## src/rtl/mdu_pkg.sv

```systemverilog
// Purpose: shared types and constants for the iterative RV32M multiply/divide unit.
// Latency: n/a (declarations only).
// Backpressure: n/a.
package mdu_pkg;

  // funct3 encodings of the M extension
  typedef enum logic [2:0] {
    OP_MUL    = 3'd0,
    OP_MULH   = 3'd1,
    OP_MULHSU = 3'd2,
    OP_MULHU  = 3'd3,
    OP_DIV    = 3'd4,
    OP_DIVU   = 3'd5,
    OP_REM    = 3'd6,
    OP_REMU   = 3'd7
  } mdu_op_e;

  typedef enum logic [1:0] {
    IDLE = 2'd0,
    CALC = 2'd1,
    FIX  = 2'd2,
    DONE = 2'd3
  } mdu_state_e;

  localparam logic [31:0] INT_MIN  = 32'h8000_0000;
  localparam logic [31:0] ALL_ONES = 32'hFFFF_FFFF;

  // funct3[2] separates the divide family from the multiply family
  function automatic logic is_div_op(input mdu_op_e op);
    return op[2];
  endfunction

  // DIV/DIVU/REM/REMU: funct3[1] selects remainder over quotient
  function automatic logic is_rem_op(input mdu_op_e op);
    return op[2] & op[1];
  endfunction

endpackage

```

## src/rtl/mdu_operand_prep.sv

```systemverilog
// Purpose: converts issue operands to unsigned magnitudes, derives the result-sign
//          flag and detects the divide special cases (b==0, INT_MIN / -1).
// Latency: combinational. Backpressure: none, sampled by the top only on accept.
// Ports: op (M-op), a/b (raw rs1/rs2) -> a_mag/b_mag (magnitudes), neg_res
//        (negate in FIX), special (skip CALC), special_res (short-path result).
module mdu_operand_prep
  import mdu_pkg::*;
#(
  parameter int XLEN = 32
) (
  input  mdu_op_e           op,
  input  logic [XLEN-1:0]   a,
  input  logic [XLEN-1:0]   b,
  output logic [XLEN-1:0]   a_mag,
  output logic [XLEN-1:0]   b_mag,
  output logic              neg_res,
  output logic              special,
  output logic [XLEN-1:0]   special_res
);

  logic            a_neg;
  logic            b_neg;
  logic [XLEN-1:0] a_abs;
  logic [XLEN-1:0] b_abs;

  assign a_neg = a[XLEN-1];
  assign b_neg = b[XLEN-1];
  // INT_MIN maps onto itself, which is its correct unsigned magnitude
  assign a_abs = a_neg ? -a : a;
  assign b_abs = b_neg ? -b : b;

  always_comb begin
    a_mag   = a;
    b_mag   = b;
    neg_res = 1'b0;
    case (op)
      OP_MULH: begin
        a_mag   = a_abs;
        b_mag   = b_abs;
        neg_res = a_neg ^ b_neg;
      end
      OP_MULHSU: begin
        a_mag   = a_abs;
        neg_res = a_neg;
      end
      OP_DIV: begin
        a_mag   = a_abs;
        b_mag   = b_abs;
        neg_res = a_neg ^ b_neg;
      end
      OP_REM: begin
        // remainder takes the sign of the dividend
        a_mag   = a_abs;
        b_mag   = b_abs;
        neg_res = a_neg;
      end
      default: begin
        // MUL low word is sign-agnostic; MULHU/DIVU/REMU are unsigned
      end
    endcase
  end

  always_comb begin
    special     = 1'b0;
    special_res = '0;
    if (is_div_op(op)) begin
      if (b == '0) begin
        special     = 1'b1;
        special_res = is_rem_op(op) ? a : ALL_ONES[XLEN-1:0];
      end else if ((op == OP_DIV || op == OP_REM) &&
                   a == INT_MIN[XLEN-1:0] && b == ALL_ONES[XLEN-1:0]) begin
        // signed overflow: quotient saturates to INT_MIN, remainder is zero
        special     = 1'b1;
        special_res = (op == OP_REM) ? '0 : INT_MIN[XLEN-1:0];
      end
    end
  end

endmodule

```

## src/rtl/mdu_iterative.sv

```systemverilog
// Purpose: iterative RV32M multiply/divide unit (radix-2 shift-add, restoring divide).
// Latency: XLEN+1 edges from accept to out_valid; 0 extra edges for special cases.
// Backpressure: in_ready high only in IDLE; in_valid while busy is ignored.
// Ports: clk, rst_n (async, active low); in_valid/in_ready/op/a/b issue handshake;
//        flush aborts work in flight; out_valid one-cycle pulse with held result.
module mdu_iterative
  import mdu_pkg::*;
#(
  parameter int XLEN  = 32,
  parameter int CNT_W = $clog2(XLEN)
) (
  input  logic              clk,
  input  logic              rst_n,
  input  logic              in_valid,
  output logic              in_ready,
  input  logic [2:0]        op,
  input  logic [XLEN-1:0]   a,
  input  logic [XLEN-1:0]   b,
  input  logic              flush,
  output logic              out_valid,
  output logic [XLEN-1:0]   result
);

  mdu_state_e      state_q, state_d;
  logic [CNT_W-1:0] cnt_q;
  mdu_op_e         op_q;
  logic            neg_q;
  // acc_q/lo_q form the 2*XLEN product for multiply; for divide acc_q is the
  // partial remainder and lo_q shifts the dividend out while the quotient shifts in
  logic [XLEN-1:0] acc_q;
  logic [XLEN-1:0] lo_q;
  logic [XLEN-1:0] opnd_q;   // multiplicand or divisor
  logic [XLEN-1:0] result_q;

  mdu_op_e         op_in;
  logic [XLEN-1:0] a_mag;
  logic [XLEN-1:0] b_mag;
  logic            neg_res;
  logic            special;
  logic [XLEN-1:0] special_res;
  logic            accept;
  logic            last_iter;

  assign op_in = mdu_op_e'(op);

  mdu_operand_prep #(
    .XLEN (XLEN)
  ) u_prep (
    .op          (op_in),
    .a           (a),
    .b           (b),
    .a_mag       (a_mag),
    .b_mag       (b_mag),
    .neg_res     (neg_res),
    .special     (special),
    .special_res (special_res)
  );

  assign accept    = in_valid & in_ready & ~flush;
  assign last_iter = (cnt_q == CNT_W'(XLEN-1));

  // ---------------------------------------------------------------- FSM
  always_ff @(posedge clk or negedge rst_n) begin
    if (!rst_n) begin
      state_q <= IDLE;
    end else begin
      state_q <= state_d;
    end
  end

  always_comb begin
    state_d = state_q;
    case (state_q)
      IDLE: begin
        if (accept) begin
          state_d = special ? DONE : CALC;
        end
      end
      CALC: begin
        if (flush) begin
          state_d = IDLE;
        end else if (last_iter) begin
          state_d = FIX;
        end
      end
      FIX: begin
        state_d = flush ? IDLE : DONE;
      end
      DONE: begin
        // a flush here is harmless: EX discards the pulse
        state_d = IDLE;
      end
      default: begin
        state_d = IDLE;
      end
    endcase
  end

  always_comb begin
    in_ready  = (state_q == IDLE);
    out_valid = (state_q == DONE);
  end

  // ---------------------------------------------------------------- iteration step
  logic [XLEN:0]   mul_sum;
  logic [XLEN:0]   div_shift;
  logic [XLEN+1:0] div_diff;
  logic            div_ok;
  logic [XLEN-1:0] acc_step;
  logic [XLEN-1:0] lo_step;
  logic            unused_div_bit;

  always_comb begin
    // multiply: conditionally add multiplicand to the high half, then shift the
    // 2*XLEN+1 bit {carry, acc, lo} right by one
    mul_sum   = {1'b0, acc_q} + (lo_q[0] ? {1'b0, opnd_q} : '0);
    // divide: bring the next dividend bit into the remainder and trial-subtract
    div_shift = {acc_q, lo_q[XLEN-1]};
    div_diff  = {1'b0, div_shift} - {2'b00, opnd_q};
    div_ok    = ~div_diff[XLEN+1];
    if (is_div_op(op_q)) begin
      // remainder stays below the divisor, so the top bit is always zero here
      acc_step = div_ok ? div_diff[XLEN-1:0] : div_shift[XLEN-1:0];
      lo_step  = {lo_q[XLEN-2:0], div_ok};
    end else begin
      acc_step = mul_sum[XLEN:1];
      lo_step  = {mul_sum[0], lo_q[XLEN-1:1]};
    end
  end

  assign unused_div_bit = div_diff[XLEN];

  // ---------------------------------------------------------------- sign fix-up
  logic [2*XLEN-1:0] prod;
  logic [2*XLEN-1:0] prod_fix;
  logic [XLEN-1:0]   quo_fix;
  logic [XLEN-1:0]   rem_fix;
  logic [XLEN-1:0]   fix_res;

  always_comb begin
    prod     = {acc_q, lo_q};
    prod_fix = neg_q ? -prod : prod;
    quo_fix  = neg_q ? -lo_q : lo_q;
    rem_fix  = neg_q ? -acc_q : acc_q;
    fix_res  = '0;
    case (op_q)
      OP_MUL:                        fix_res = prod_fix[XLEN-1:0];
      OP_MULH, OP_MULHSU, OP_MULHU:  fix_res = prod_fix[2*XLEN-1:XLEN];
      OP_DIV, OP_DIVU:               fix_res = quo_fix;
      OP_REM, OP_REMU:               fix_res = rem_fix;
      default:                       fix_res = '0;
    endcase
  end

  // ---------------------------------------------------------------- datapath
  always_ff @(posedge clk or negedge rst_n) begin
    if (!rst_n) begin
      cnt_q    <= '0;
      op_q     <= OP_MUL;
      neg_q    <= 1'b0;
      acc_q    <= '0;
      lo_q     <= '0;
      opnd_q   <= '0;
      result_q <= '0;
    end else begin
      case (state_q)
        IDLE: begin
          if (accept) begin
            op_q  <= op_in;
            neg_q <= neg_res;
            cnt_q <= '0;
            acc_q <= '0;
            if (is_div_op(op_in)) begin
              lo_q   <= a_mag;
              opnd_q <= b_mag;
            end else begin
              lo_q   <= b_mag;
              opnd_q <= a_mag;
            end
            if (special) begin
              result_q <= special_res;
            end
          end
        end
        CALC: begin
          if (!flush) begin
            cnt_q <= cnt_q + 1'b1;
            acc_q <= acc_step;
            lo_q  <= lo_step;
          end
        end
        FIX: begin
          // result is written on the FIX -> DONE edge only
          if (!flush) begin
            result_q <= fix_res;
          end
        end
        default: begin
        end
      endcase
    end
  end

  assign result = result_q;

endmodule

```

## config.mk

```make
export PLATFORM = sky130hd
export DESIGN_NAME = mdu_iterative
export DESIGN_NICKNAME = d
export VERILOG_FILES = /design/src/rtl/mdu_pkg.sv /design/src/rtl/mdu_operand_prep.sv /design/src/rtl/mdu_iterative.sv
export SDC_FILE = /design/constraint.sdc
export NUM_CORES = 1
export LEC_CHECK = 0
export BUFFER_PORTS_ARGS = -buffer_cell sky130_fd_sc_hd__buf_2
export CAP_MARGIN = 15
export CORE_MARGIN = 3
export CORE_UTILIZATION = 35
export CTS_CLUSTER_DIAMETER = 50
export DETAILED_ROUTE_END_ITERATION = 12
export GPL_ROUTABILITY_DRIVEN = 0
export PLACE_DENSITY = 0.49
export SYNTH_ARGS = -nofsm -noshare
export SYNTH_HDL_FRONTEND = slang
export SYNTH_SLANG_ARGS = --single-unit
```

## constraint.sdc

```tcl
create_clock -name clk -period 3.9 [get_ports clk]
set_input_delay 0.39 -clock clk [delete_from_list [all_inputs] [get_ports clk]]
set_output_delay 0.39 -clock clk [all_outputs]
set_load 0.01 [all_outputs]
```

Word-level counts from Yosys, hierarchy flattened
Cells that the tools add are included.
{ "classes": {"add_sub_neg": 8, "n_eq_ne": 22, "mux": 42, "n_bitwise": 6, "n_reduce_logical": 19} }
{ "op_table": {"columns": ["op", "count"], "rows": [
  ["32-bit 2-to-1 mux", 24],
  ["32-bit one-hot mux with 2 select lines", 3],
  ["32-bit negator", 4],
  ["32-bit one-hot mux with 4 select lines", 1],
  ["32-bit equality test, second input constant", 2],
  ["64-bit 2-to-1 mux", 1],
  ["64-bit negator", 1],
  ["33-bit by 32-bit subtractor with 34-bit output", 1],
  ["32-bit by 32-bit adder with 33-bit output", 1],
  ["32-bit zero test", 1],
  ["3-bit equality test, second input constant", 6],
  ["2-bit 2-to-1 mux", 5],
  ["5-bit 2-to-1 mux", 2],
  ["5-bit one-hot mux with 2 select lines", 1],
  ["3-bit by 2-bit equality test with 1-bit output, second input constant", 3],
  ["2-bit one-hot mux with 4 select lines", 1],
  ["2-bit OR reduction", 4],
  ["3-bit by 1-bit equality test with 1-bit output, second input constant", 2],
  ["3-bit OR reduction", 2],
  ["5-bit by 1-bit adder with 5-bit output, second input constant", 1],
  ["5-bit equality test, second input constant", 1],
  ["2-bit equality test, second input constant", 2],
  ["2-bit by 1-bit != test with 1-bit output, second input constant", 2],
  ["2-bit != test, second input constant", 2],
  ["other kinds (16)", 24]
]} }
{ "totals": {"register_bits": 139, "in_bits": 71, "out_inout_bits": 34, "elab_cells": 105} }

Logic depth before layout (Yosys ltp)
Gate-level depths: netlist of the first run.
{ "logic_depth": {"ltp_word": 10, "mapped_depth": 14, "depth_no_buf": 13} }

By module
Synthesis of the first run repeated with hierarchy kept, for this count alone.
{ "hier_totals": {"cells_unflattened": 1995, "hier_area_um2": 15040.7} }
{ "modules_own_cells": {"columns": ["mod", "instances", "cells_per_inst", "area_per_inst_um2", "seq_area_each_um2"], "rows": [
  ["mdu_iterative", 1, 1694, 13151.4, 3478.3],
  ["mdu_operand_prep", 1, 301, 1889.3, 0.0]
]} }

Worst setup path after synthesis of the first run
No wires, ideal clock.
{ "synth_timing": {"kind": "flip-flop to flip-flop", "startpoint": "register lo_q[0]", "endpoint": "register acc_q[27]", "setup_time_ns": 0.095, "t_arrival_ns": 3.321, "t_required_ns": 3.805, "setup_slack_ns": 0.484, "path_stages_with_launch": 14, "path_buffers": 1, "synth_period_minus_slack_ns": 3.416, "cell_sequence": "dfrtp_1 > inv_1 > clkbuf_1 > nor2_1 > ha_1 > o211ai_1 > a21oi_1 > a211oi_1 > o21a_1 > o21ai_0 > a311oi_1 > o21a_1 > mux2_2 > o31ai_1"} }
{ "synth_between": {"elab_chain_len": 5} }
{ "synth_lines": {"columns": ["item", "line", "text"], "rows": [
  ["start, declared", "mdu_iterative.sv:31", "logic [XLEN-1:0] lo_q;"],
  ["start signal, assigned", "mdu_iterative.sv:174", "lo_q <= a_mag;"],
  ["start signal, assigned", "mdu_iterative.sv:177", "lo_q <= b_mag;"],
  ["start signal, assigned", "mdu_iterative.sv:189", "lo_q <= lo_step;"],
  ["32-bit 2-to-1 mux", "mdu_iterative.sv:116", "mul_sum = {1'b0, acc_q} + (lo_q[0] ? {1'b0, opnd_q} : '0);"],
  ["32-bit by 32-bit adder with 33-bit output", "mdu_iterative.sv:116", null],
  ["32-bit 2-to-1 mux", "mdu_iterative.sv:121", "if (is_div_op(op_q)) begin"],
  ["32-bit 2-to-1 mux", "mdu_iterative.sv:186", "if (!flush) begin"],
  ["32-bit one-hot mux with 2 select lines", "mdu_iterative.sv:166", "case (state_q)"],
  ["end signal, assigned", "mdu_iterative.sv:188", "acc_q <= acc_step;"],
  ["end, declared", "mdu_iterative.sv:30", "logic [XLEN-1:0] acc_q;"]
]} }
Every way passes these cells. The select of a mux whose other input is x is not followed.
A chain may end at the register's enable or synchronous reset.

Worst setup path after layout of the first run
Ends and elaborated chain as after synthesis.

==> results of run 1 <==
## synthesized netlist by cell type (7+ instances only)
| cell | n |
|---|---|
| or3_1 | 12 |
| or2_2 | 7 |
| o31ai_1 | 26 |
| xnor2_1 | 101 |
| nor3_1 | 59 |
| o22ai_1 | 13 |
| o21ai_0 | 160 |
| nor2b_1 | 17 |
| a31oi_1 | 32 |
| and3_1 | 11 |
| o211ai_1 | 24 |
| nand4_1 | 24 |
| a211oi_1 | 22 |
| inv_1 | 76 |
| o21ai_1 | 15 |
| mux2i_1 | 56 |
| a31o_2 | 8 |
| xor2_1 | 63 |
| nand2_1 | 172 |
| or4_1 | 13 |
| o22a_1 | 7 |
| a22oi_1 | 11 |
| nor3_2 | 14 |
| o41ai_1 | 11 |
| a221oi_1 | 11 |
| nand3_1 | 43 |
| a221o_1 | 9 |
| and2_1 | 8 |
| ha_1 | 71 |
| buf_1 | 9 |
| a21oi_1 | 217 |
| clkbuf_1 | 121 |
| a311oi_1 | 8 |
| dfrtp_1 | 139 |
| nand2b_1 | 27 |
| nor2_1 | 231 |
| o21a_1 | 17 |
| nor4_1 | 20 |
| a21o_1 | 40 |
## layout make-up
cell class / count / share of cell area, %
Timing Repair Buffer: 209 / 7.763
Tap cell: 539 / 3.944
Inverter: 76 / 1.668
Clock buffer: 17 / 2.488
Sequential cell: 139 / 20.36
Clock inverter: 15 / 1.024
Multi-Input combinational cell: 1681 / 62.76
## how the worst min path moves through the flow
stage,from,end,slack [ps],cells after the start
floorplan,rst_n,acc_q[0],90,0
global placement,opnd_q[9],opnd_q[9],460,2
detailed placement,opnd_q[6],opnd_q[6],470,2
CTS,rst_n,acc_q[29],80,1
global route,rst_n,acc_q[27],120,1
finish,rst_n,acc_q[29],40,1
## stage by stage
stage / hold WS (ps) / power, mW
CTS: 77.83 / 11.14
floorplan: 94.41 / 6.916
detailed placement: 471.4 / 9.336
global placement: 464.6 / 9.331
finish: 37.42 / 11.29
global route: 120.3 / 12.03
## per-layer routing
layer	vias up	global-route usage (%)
met5	-	0
met4	0	10.85
met3	115	4.217
met2	771	44.09
met1	7827	41.47
li1	7610	-
## registers in the layout, summed over array words and instances, names as in the netlist
register	count
neg_q	1
state_q	2
opnd_q	32
result	32
op_q	3
cnt_q	5
acc_q	32
lo_q	32
## repair_timing
item	4_1_cts	5_1_grt
setup endpoints to repair	0	2
gates resized for setup	0	2
setup buffers	0	0
## worst max-delay path: stages (launching register included)
cell,delay [ps]
dfrtp_1,440
inv_1,110
buf_4,260
nor2_1,90
ha_1,360
a21o_1,220
a31o_2,220
a21oi_1,150
o21a_1,250
o21ai_0,240
a311oi_1,280
buf_4,190
o21a_1,190
mux2_2,350
o31ai_1,210
## report_power, final
part	internal (mW)	switching (mW)	total (mW)
Sequential	1.74	0.491	2.24
Combinational	2.74	4.55	7.30
Clock	0.967	0.794	1.76
Total	5.46	5.84	11.3
## cell families (layout without fill, tap and decap cells)
family	after synthesis	count (layout)	share of synthesized area, %
AOI/OAI and AO/OA	703	703	29.69
xor gates and xnor gates	164	164	9.560
adders and majority gates	73	73	6.179
buffers and inverters	216	317	5.621
DFF	139	139	23.15
muxes	62	62	4.181
and+or+nand+nor	679	679	21.62
==> results.yml, run 1 <==
timing:
  tightest_slew_ps: 1135
  fin_skew_ps: 13.18
  tns_ps: 0
  layout_min_cycle_time_ps: 3675
  rsz0062_at_grt: "false"
  period_share_pct: 94.23
  fmax_mhz: 272.1
  setup_viol: 0
  setup_ws_ps: 225.2
  slew_headroom_pct: 24.26
  timing_hold_violations_final: 0
  drv_slew: 0
synth:
  ys_ff_latch: 139
  synthCells: 2036
  synth_edf_count: 0
  synth_ff_type: "dfrtp_1"
  ys_types: 87
  synth.top_cell.area_share_pct: 23.15
  yosys-top-cells-area: "dfrtp_1, a21oi_1, ha_1"
  synth_top_area_cell: "dfrtp_1"
  seq_area_frac_synth_pct: 23.15
  synthArstFlopShare_pct: 100.0
  syn_nets: 2180
  syn-mean-instance-area_um2: 7.379
  ys_warn_count: 0
  syn-cell-area_um2: 15020
clock_tree:
  clockBufferDepth: 2
  clkTransAtPathRegs_ps: 70
  clock_latency_ps: 460
  cts_made_buffers: 17
  cts-root-buf: "clkbuf_16"
  cts.sinks: 139
  htree_num_levels: 4
  cts_tree: "done"
  cts_hold_buf: 0
die:
  rows: 75
  die_w_um: 213.2
  core_region_area_um2: 42130
  die_h_um: 213.2
  boundaryPins: 105
  initial_core_util_pct: 35.66
  dieArea_um2: 45450
place:
  dp_hpwl_um: 51480
  dpl-instance-area_um2: 16500
  dpl.cell_count: 2644
  pre_cts_ws_ps: 209.9
  io_buffers: 104
pwr:
  p_leak_nw: 7.352
  ir_worst_vdd_mv: 0.3569
  power_density_nw_per_um2: 660.4
critical_path:
  crit_path_end: "acc_q[27]"
  crit_required_ps: 4270
  rrSetupSlack_ps: 230
  crit_fanout: 18
  cp-end-kind: "flip-flop"
  critical_path_arrival_ps: 4040
  rr_startpoint: "lo_q[0]"
  start_kind: "flip-flop"
  reg2reg_depth: 14
  reg2reg_to: "acc_q[27]"
  crit_type: "reg -> reg"
  cp-startpoint: "lo_q[0]"
drt:
  drtPass1Iterations: 6
  wl_met3_um: 4995
  avgRoutedWirePerCell_um: 24.74
  drt-initial-drc-count: 2063
  drcViolationCount: 0
  antenna_left: 0
  drt-met1-wl_um: 29860
  num_vias: 16320
  postRouteWirelength_um: 66190
  dr.max_layer_used: "met4"
  dr_wl_met2_um: 28590
  post_drt_via_cell_ratio: 6.100
global_routing:
  track_usage_pct: 28.93
  antenna_found_initial: 1
  first_global_vias: 15360
  grt_pass1_wl_um: 98830
  grt_overflow: 0
  grt_max_degree: 91
final_layout:
  n_antenna_cell: 0
  final_area_um2: 17100
  layout-drive-gt1-share_pct: 14.27
  layout_common_cells: "nor2_1, a21oi_1, nand2_1"
  multi_input_area_um2: 10730
  num-nets-final: 2268
  layout_commonest_cell: "nor2_1"
  fin_util_pct: 40.59
  final_cells: 2676
  seqCellArea_um2: 3481
  fill_cells: 4386
  syn_to_final_growth_pct: 13.82
flow_run:
  maxCapViolations: 0
hold_path:
  hp-class: "in -> async"
outcome:
  status: "finished, final reports clean"
Power figures use the tool's default switching activity.
==> run 2: changes to the inputs <==
--- a/config.mk
+++ b/config.mk
@@ -7,7 +7,8 @@
 export LEC_CHECK = 0
 export BUFFER_PORTS_ARGS = -buffer_cell sky130_fd_sc_hd__buf_2
 export CAP_MARGIN = 15
-export CORE_MARGIN = 3
+export CORE_ASPECT_RATIO = 0.6
+export CORE_MARGIN = 10
 export CORE_UTILIZATION = 35
 export CTS_CLUSTER_DIAMETER = 50
 export DETAILED_ROUTE_END_ITERATION = 12
==> run 2 against run 1 <==
Compared with the run above:
- worst hold slack lost 35 ps
- die area rose by 14%
- clock skew decreased by 1.0 ps
- utilization is 0.35 points higher
- cell area rose by 0.94%
- sequential share of layout area down 0.19 points
- routed wire length rose by 8.8%
- clock power up 3%
- sequential cell count stayed put
- largest cell class unchanged
- largest power group unchanged
- highest routed layer is now met5
==> results.yml, run 2 (same netlist as run 1, synthesis figures left out) <==
die:
  initial_core_util_pct: 35.63
  boundaryPins: 105
  dieArea_um2: 51890
  die_w_um: 287.5
  rows: 58
  core_region_area_um2: 42160
  die_h_um: 180.5
timing:
  rsz0062_at_grt: "false"
  tightest_slew_ps: 1087
  tns_ps: 0
  setup_viol: 0
  drv_slew: 0
  layout_min_cycle_time_ps: 3863
  timing_hold_violations_final: 0
  slew_headroom_pct: 27.46
  fmax_mhz: 258.8
  fin_skew_ps: 12.17
  setup_ws_ps: 36.72
  period_share_pct: 99.06
final_layout:
  fin_util_pct: 40.94
  seqCellArea_um2: 3481
  num-nets-final: 2278
  layout-drive-gt1-share_pct: 14.73
  n_antenna_cell: 0
  syn_to_final_growth_pct: 14.88
  multi_input_area_um2: 10740
  fill_cells: 4410
  layout_common_cells: "nor2_1, a21oi_1, nand2_1"
  layout_commonest_cell: "nor2_1"
drt:
  drcViolationCount: 0
  antenna_left: 0
  drt-initial-drc-count: 2697
  drtPass1Iterations: 6
  avgRoutedWirePerCell_um: 26.51
  postRouteWirelength_um: 71990
  post_drt_via_cell_ratio: 6.221
  num_vias: 16900
clock_tree:
  clock_latency_ps: 460
  clkTransAtPathRegs_ps: 80
  cts-root-buf: "clkbuf_16"
  cts.sinks: 139
  htree_num_levels: 4
  cts_tree: "done"
  clockBufferDepth: 2
  cts_made_buffers: 17
global_routing:
  grt_max_degree: 91
  grt_pass1_wl_um: 104900
  first_global_vias: 15230
  grt_use_met1_pct: 41.76
  met2_usage_pct: 32.41
  met3_usage_pct: 11.40
  grt_overflow: 0
  track_usage_pct: 26.72
  busiest_layer: "met1"
  antenna_found_initial: 3
outcome:
  status: "finished, final reports clean"
hold_path:
  hp-class: "in -> async"
place:
  pre_cts_ws_ps: 211.2
  io_buffers: 104
  dp_hpwl_um: 56920
pwr:
  power_frac_seq_pct: 18.8
  clkPwrFrac_pct: 15.7
  switchingPower_mw: 5.985
  ir_worst_vdd_mv: 0.3213
  intPower_mw: 5.595
  p_leak_nw: 7.412
  p_comb_share_pct: 65.5
  power_density_nw_per_um2: 670.9
  switching_share_pct: 51.68
critical_path:
  crit_required_ps: 4210
  crit_type: "reg -> reg"
  critical_path_arrival_ps: 4170
  start_kind: "flip-flop"
  crit_fanout: 7
  cp-end-kind: "flip-flop"
flow_run:
  maxCapViolations: 0
==> run 2: critical path, cell delays in order, from the launching register on <==
cell       delay (ps)
dfrtp_1           380
nor3_1            840
nand4_1           570
nor2b_1           490
nand2_1           310
a2111oi_0         490
nor4_1             90
a311oi_1          410
o21ai_0           140
==> run 2: power groups by stage <==
stage | logic [mW] | registers (mW) | clock network, mW
after global placement | 7.31 | 2.18 | 0
after global routing | 8.17 | 2.21 | 1.89
after CTS | 7.32 | 2.15 | 1.83
after detailed placement | 7.29 | 2.18 | 0
final | 7.59 | 2.18 | 1.81
after floorplan | 4.88 | 2.03 | 0
==> run 2: cell type report <==
| type | count | share of cell area (%) |
|---|---|---|
| Clock inverter | 14 | 1.080 |
| Tap cell | 570 | 4.132 |
| Timing Repair Buffer | 219 | 8.271 |
| Clock buffer | 17 | 2.465 |
| Inverter | 76 | 1.675 |
| Multi-Input combinational cell | 1681 | 62.21 |
| Sequential cell | 139 | 20.17 |
==> run 2: worst paths after layout <==
check                            from          to  slack [ps]  cells past startpoint
setup / recovery             lo_q[28]  result[11]          40                      8
hold / removal                  rst_n   acc_q[25]           2                      1
setup reg to reg             lo_q[28]  result[11]          40                      8
hold reg to reg            opnd_q[30]  opnd_q[30]         480                      2
max in group asynchronous       rst_n     op_q[2]        3010                      2
min in group clk                 a[1]   result[1]         320                      3
==> run 2: what timing repair did <==
| item | CTS | global route |
|---|---|---|
| resized for setup | 0 | 4 |
| hold buffers | 0 | 0 |
| endpoints found under the setup margin | 0 | 4 |
| buffers inserted | 0 | 0 |
==> run 2: layer usage <==
layer / vias up / part of all wire, %
li1: 7624 / -
met3: 58 / 15
met2: 1041 / 36
met1: 8170 / 47
met4: 2 / 0.97
met5: - / 0.015
==> run 2: metrics by stage <==
stage	hold slack (ps)	cell area (um^2)	total power, mW	instances
after detailed placement	470.9	16640	9.465	2685
final	2.132	17260	11.58	2716
after CTS	32.37	17250	11.31	2716
after floorplan	94.41	15020	6.916	2036
after global placement	461.1	16640	9.482	2685
after global routing	38.83	17260	12.27	2716
